[src/rtl/reg_writeback.sv]
// Register-file writeback stage: a 4-entry result FIFO that drains one write per cycle.
// It also reports which source registers still have writes in flight.
module reg_writeback (
  input  logic        clk,
  input  logic        rst_n,
  input  logic        inValid,
  output logic        inReady,
  input  logic [4:0]  inReg,
  input  logic [31:0] inData,
  input  logic        hold,
  output logic [4:0]  writeReg,
  output logic [31:0] writeData,
  output logic        RegWrite,
  input  logic [4:0]  queryReg1,
  input  logic [4:0]  queryReg2,
  output logic        pending1,
  output logic        pending2,
  output logic [2:0]  count
);

  localparam int unsigned DEPTH  = 4;
  localparam int unsigned PTR_W  = 2;
  localparam int unsigned CNT_W  = 3;
  localparam int unsigned REG_W  = 5;
  localparam int unsigned DATA_W = 32;

  typedef struct packed {
    logic [REG_W-1:0]  rd;
    logic [DATA_W-1:0] data;
  } entry_t;

  entry_t           mem [DEPTH];
  logic [PTR_W-1:0] wr_ptr;
  logic [PTR_W-1:0] rd_ptr;
  logic [CNT_W-1:0] count_next;
  logic             push;
  logic             pop;

  // Writes to register 0 finish the handshake but are dropped.
  assign push       = inValid & inReady & (inReg != '0);
  assign pop        = ~hold & (count != '0);
  assign count_next = count + CNT_W'(push) - CNT_W'(pop);

  // Control state and output stage; inReady tracks the post-edge occupancy so a full FIFO never passes through.
  always_ff @(posedge clk or negedge rst_n) begin
    if (!rst_n) begin
      wr_ptr    <= '0;
      rd_ptr    <= '0;
      count     <= '0;
      inReady   <= 1'b0;
      RegWrite  <= 1'b0;
      writeReg  <= '0;
      writeData <= '0;
    end else begin
      count    <= count_next;
      inReady  <= (count_next != CNT_W'(DEPTH));
      RegWrite <= pop;
      if (push) begin
        wr_ptr <= wr_ptr + PTR_W'(1);
      end
      if (pop) begin
        rd_ptr    <= rd_ptr + PTR_W'(1);
        writeReg  <= mem[rd_ptr].rd;
        writeData <= mem[rd_ptr].data;
      end
    end
  end

  // Payload storage; reset only needs to clear occupancy, not contents.
  always_ff @(posedge clk) begin
    if (push) begin
      mem[wr_ptr] <= '{rd: inReg, data: inData};
    end
  end

  // Hazard lookup over live FIFO slots plus the write currently being issued.
  always_comb begin
    pending1 = 1'b0;
    pending2 = 1'b0;
    for (int i = 0; i < DEPTH; i++) begin
      if (CNT_W'(i) < count) begin
        if (mem[rd_ptr + PTR_W'(i)].rd == queryReg1) pending1 = 1'b1;
        if (mem[rd_ptr + PTR_W'(i)].rd == queryReg2) pending2 = 1'b1;
      end
    end
    if (RegWrite && (writeReg == queryReg1)) pending1 = 1'b1;
    if (RegWrite && (writeReg == queryReg2)) pending2 = 1'b1;
    if (queryReg1 == '0) pending1 = 1'b0;
    if (queryReg2 == '0) pending2 = 1'b0;
  end

endmodule
[config.mk]
export PLATFORM = sky130hd
export DESIGN_NAME = reg_writeback
export DESIGN_NICKNAME = d
export VERILOG_FILES = /design/src/rtl/reg_writeback.sv
export SDC_FILE = /design/constraint.sdc
export NUM_CORES = 1
export LEC_CHECK = 0
export ABC_AREA = 1
export ABC_CLOCK_PERIOD_IN_PS = 2500
export CAP_MARGIN = 5
export CORE_ASPECT_RATIO = 0.5
export CORE_MARGIN = 2
export CORE_UTILIZATION = 51
export CTS_CLUSTER_DIAMETER = 40
export DETAILED_ROUTE_END_ITERATION = 16
export PLACE_DENSITY = 0.75
export SETUP_SLACK_MARGIN = 0.15
export SLEW_MARGIN = 20
export SYNTH_ARGS = -nofsm -noshare
export SYNTH_HDL_FRONTEND = slang
export SYNTH_SLANG_ARGS = --single-unit
[constraint.sdc]
create_clock -name clk -period 2.5 [get_ports clk]
set_input_delay 0.5 -clock clk [delete_from_list [all_inputs] [get_ports clk]]
set_output_delay 0.5 -clock clk [all_outputs]
set_load 0.02 [all_outputs]
Yosys cells after proc, flatten, opt, wreduce, memory -nomap -nowiden --
Memory sizes are Yosys's and may differ from the RTL's. Index checks and enable logic that the tools add are counted.
Word-level totals: logic and storage cells 61, bits in registers 46, bits in writable memories 148, memories kept 1, input bits 51, output and inout port bits 44
Memory list:
- mem | words 4, bits a word 37, read ports 4, clocked after Yosys merged registers in 0, write ports 1, RTL line 32 | entry_t mem [DEPTH];
Cells by class: multiplexer cells 22, equality and inequality tests 11, bitwise operators 4, $add $sub $neg 6, reduce and logical (&&, ||, !) cells 6, magnitude comparators 4
Operators by type and width (number):
- $eq 5x5->1 | 10
- $mux 1 | 22
- $logic_not 5->1 | 2
- $lt 1x3->1 const A | 2
- $lt 2x3->1 const A | 2
- $reduce_bool 5->1 | 1
- $add 2x1->2 const B | 2
- $add 2x2->2 const B | 2
- $add 3x1->3 | 1
- $and 1x1->1 | 3
- $ne 3x3->1 const B | 1
- $reduce_bool 3->1 | 1
- $sub 3x1->3 | 1
- $logic_and 1x1->1 | 2
- $not 1->1 | 1

Logic depth before layout (Yosys ltp) --
An unclocked memory read counts as a cell.
depth in word-level cells 12, depth in mapped cells 13

Least setup slack after synthesis --
Ideal clock, no wire load.
kind input port to flip-flop, start point in inReg[3], end point mem mem[0][0] (netlist bit) (enable), buffers on the path 0, data arrival time 2.400 ns, stages 4, library setup time 0.431 ns, slack -0.331 ns, data required time 2.069 ns, cells stage by stage nor3_1 > nand2_1 > nand3_1 > nor2_1
On the way: word-level cells in the longest chain between the ends 4
Ends and longest elaborated chain:
- start, declared | RTL line 8 | input logic [4:0] inReg,
- $reduce_bool 5->1 | RTL line 40 | assign push = inValid & inReady & (inReg != '0);
- $and 1x1->1 | RTL line 40
- $mux 1 | RTL line 71 | if (push) begin
- $mux 1 (not written as such) | RTL line 72 | mem[wr_ptr] <= '{rd: inReg, data: inData};
- end, declared | RTL line 32
No other way between the ends.

Final worst setup path --
start point reg rd_ptr[0], end point out pending1
On the way: word-level cells in the longest chain between the ends 12, elaborated cells on any way between the ends 18, those cells by class 3 x add/sub; 4 x eq/ne; 10 x mux; 1 x memory
Ends and longest elaborated chain:
- start, declared | RTL line 34 | logic [PTR_W-1:0] rd_ptr;
- start signal, assigned | RTL line 62 | rd_ptr <= rd_ptr + PTR_W'(1);
- $mem_v2 4x37 *
- $eq 5x5->1 | RTL line 82 | if (mem[rd_ptr + PTR_W'(i)].rd == queryReg1) pending1 = 1'b1;
- $mux 1 | RTL line 82
- $mux 1 | RTL line 81 | if (CNT_W'(i) < count) begin
- $mux 1 | RTL line 82
- $mux 1 | RTL line 81
- $mux 1 | RTL line 82
- $mux 1 | RTL line 81
- $mux 1 | RTL line 82
- $mux 1 * | RTL line 81
- $mux 1 * | RTL line 86 | if (RegWrite && (writeReg == queryReg1)) pending1 = 1'b1;
- $mux 1 * | RTL line 88 | if (queryReg1 == '0) pending1 = 1'b0;
- end, declared | RTL line 16 | output logic pending1,
Mark *: on every way between the ends. The rest lies on a longest branch, timed or not.

==> impl_results.md <==
* P&R area growth vs syn at 33.3%
* Highest routed layer: met4
* Tot GR Track Use at 0.265
* I/O pin cnt at 95
* Reg2Reg Setup Slack at 300 ps
* FILL cells at 1180
* Status: complete, but fails checks
* Slew HR at 0.600
* Maxcap violations at 0
* Power, Total at 0.0147 W
* Switch share at 0.397
* CTS tree: done
* Min-Delay Path Class: in2async
* Comb pwr share at 0.467
* R2r startpoint: count[2]
* Final Max Slew Viols at 0
* Pwr dens at 1280 mW/mm2
* Slew of the pin with the lowest slew margin at 599 ps
* Worst setup path startpoint: rd_ptr[0]
* Largest net degree at the start of global routing at 37
* Share of layout cells above drive strength 1 at 0.166
* Final setup skew at 15.3 ps
* Placed Area at 0.0104 mm2
* Final Hold Slack at roughly 62 ps
* Worst vdd ir at 680 uV
* Average size of a mapped cell at 9.66 um2
* Syn Nets at between 900 and 1000
* Register area share after synthesis at 0.650
* Remaining Overflow, GRT at 0
* HPWL Detailed at between 10000 and 15000 um
* Mapped Cells at slightly below 900
* Vias in the first global route at 6819
* Initial antenna violation count at 0
* Cts bufs inserted at 17
* Startpoint Class: flip-flop
* Clk buf depth at 2
* Clock sink count at approximately 190
* Initial core utilization at 0.524
* Met2 WL post-DR at roughly 11000 um
* Clock Power Share at 0.212
* Diodes inserted at 0
* Leading post-synthesis cells by cell area: edfxtp_1 (52%), nand2_1 (18%), dfrtp_1 (13%)
* Setup crit end: pending1
* RD Place Congestion at 0.992
* Final core utilization at 0.698
* Final min period at 2900 ps
* Cell Area, Synth at 0.00860 mm2
* Root buf cell: clkbuf_16
* Via/cell ratio at 5.40
* Wire per inst at 18.0 um
* Site Rows at 33
* Final Cell Area at around 0.011 mm2
* Final Setup Violations at 2
* Setup slack after layout at -397 ps
* Met3 WL post-DR at between 1000 and 1500 um
* Die width at 188 um
* Worst skew pair latency at between 400 and 500 ps
* Hold-fix buffers, CTS at 0
* Flop pwr share at 0.321
* Critical R2R Capture: inReady
* Fin crit share at 1.16
* DR pass1 iterations at 6
* Most common cell after layout, fill and taps aside: nand2_1
* Global-route wire length before repair at approximately 36000 um
* Yosys top cell by area: edfxtp_1
* Synth Warn # at 0
* Synthesized flop and latch total at 194
* CP arrival at 2400 ps
* Worst-path clk slew at ~80 ps
* Most frequent cells in the layout: nand2_1 (388), edfxtp_1 (148), clkdlybuf4s50_1 (90), nand3_1 (70), buf_4 (65)
* Routed vias at 6996
* Final Hold Viols at 0
* Die Y at roughly 96 um
* Maximum clock frequency at between 300 and 400 MHz
* Data required, critical path at about 2000 ps
* Port Buf Inserts at 94
* NetSw at 0.00582 W
* Initial DRC Count at around 660
* CP Capture Type: output pin
* CP Max Fanout at 8
* Detailed Route WL at ~23000 um
* RSZ-0062 raised after global routing: true
* Leak at roughly 4.9 nW
* CP Class: reg2out
* Unique masters post-synth at 26
* P_int at a little under 0.009 W
* H-tree depth at 4
* Final net count at 1116
* Cells on worst reg2reg path at 11
* DRC viols at 0
* Synth top area share at 0.517
* Failing checks: setup timing
* M1 WL at around 10000 um
* Core area at 0.0164 mm2
* Detail Route Antenna Nets at 0
* Die ar. at 0.0180 mm2
synth_stat cells:
library cell,count
nand4_1,32
buf_4,2
o21ai_0,13
xnor2_1,1
o22ai_1,3
a221oi_1,1
buf_2,4
nand2_1,412
ha_1,8
and2_1,2
nand3_1,84
o2111ai_1,1
edfxtp_1,148
inv_1,46
xor2_1,5
nand2_2,2
a21oi_1,4
inv_2,1
buf_6,3
fa_1,1
clkinv_1,1
clkbuf_1,21
nor2_2,1
dfrtp_1,46
nor3_1,4
nor2_1,45
registers in the layout (all words and copies together) (netlist names):
register / cells
rd_ptr: 2
writeData: 32
inReady: 1
wr_ptr: 2
mem: 148
writeReg: 5
count: 3
RegWrite: 1
critical path, cell delays in order, from the launching register on:
cell and delay (ps):
dfrtp_2 520, inv_4 140, buf_6 140, nand2_1 100, nand3_2 90, and2_4 180, buf_4 110, nor2_2 30
nor2_2 130, nand3_1 90, nand2_1 70, nor2_1 40, nor2_1 150, buf_4 180
area by class of cell:
type / instances / area, um2 / area share
Multi-Input combinational cell: 619 / 2910 / 0.254
Inverter: 48 / 183 / 0.0159
Sequential cell: 194 / 5600 / 0.488
Clock inverter: 15 / 265 / 0.0231
Tap cell: 227 / 284 / 0.0248
Timing Repair Buffer: 176 / 1800 / 0.157
Clock buffer: 17 / 425 / 0.0371
how the worst min path moves through the flow:
| stage | startpoint | to | slack [ps] | cells past startpoint |
|---|---|---|---|---|
| after floorplan | rst_n | RegWrite | 200 | 0 |
| after global placement | writeData[21] | writeData[21] | 460 | 2 |
| after detailed placement | writeData[9] | writeData[9] | 460 | 2 |
| after CTS | rst_n | count[2] | 60 | 1 |
| after global routing | rst_n | count[1] | 80 | 1 |
| final | rst_n | count[2] | 60 | 1 |
timing repair:
action | 4_1_cts | 5_1_grt
gates resized for setup | 58 | 20
gates cloned | 3 | 0
endpoints found under the setup margin | 3 | 4
pin swaps | 15 | 5
buffers inserted | 10 | 1
power by group through the flow:
| stage | clock [W] | sequential (W) | combinational [W] |
|---|---|---|---|
| floorplan | 0 | 0.00508 | 0.00306 |
| global placement | 0 | 0.00471 | 0.00594 |
| detailed placement | 0 | 0.00474 | 0.00598 |
| CTS | 0.00312 | 0.00470 | 0.00666 |
| global route | 0.00325 | 0.00479 | 0.00745 |
| finish | 0.00311 | 0.00471 | 0.00685 |
stage by stage:
| step | cells | setup TNS, ps | setup slack (ps) |
|---|---|---|---|
| floorplan | 891 | -48990 | -331 |
| global placement | 1250 | -1620 | -596 |
| detailed placement | 1250 | -1750 | -583 |
| CTS | 1295 | -605 | -304 |
| global route | 1296 | -946 | -491 |
| finish | 1296 | -733 | -397 |
layer usage:
metal	global-route usage	up-vias
met4	0.0787	0
met5	0	-
met2	0.456	262
met1	0.358	3404
li1	-	3298
met3	0.0390	32
cell families after synthesis:
kind of cell	count (synthesis)	share of synthesized area
flip-flops	194	0.650
AND/OR/NAND/NOR	582	0.277
XOR/XNOR	6	0.00611
AO/OA/AOI/OAI	22	0.0141
adder cells (fa/ha/maj)	9	0.0140
buffers and inverters	78	0.0381
No activity file was read; power rests on OpenSTA's default activity.
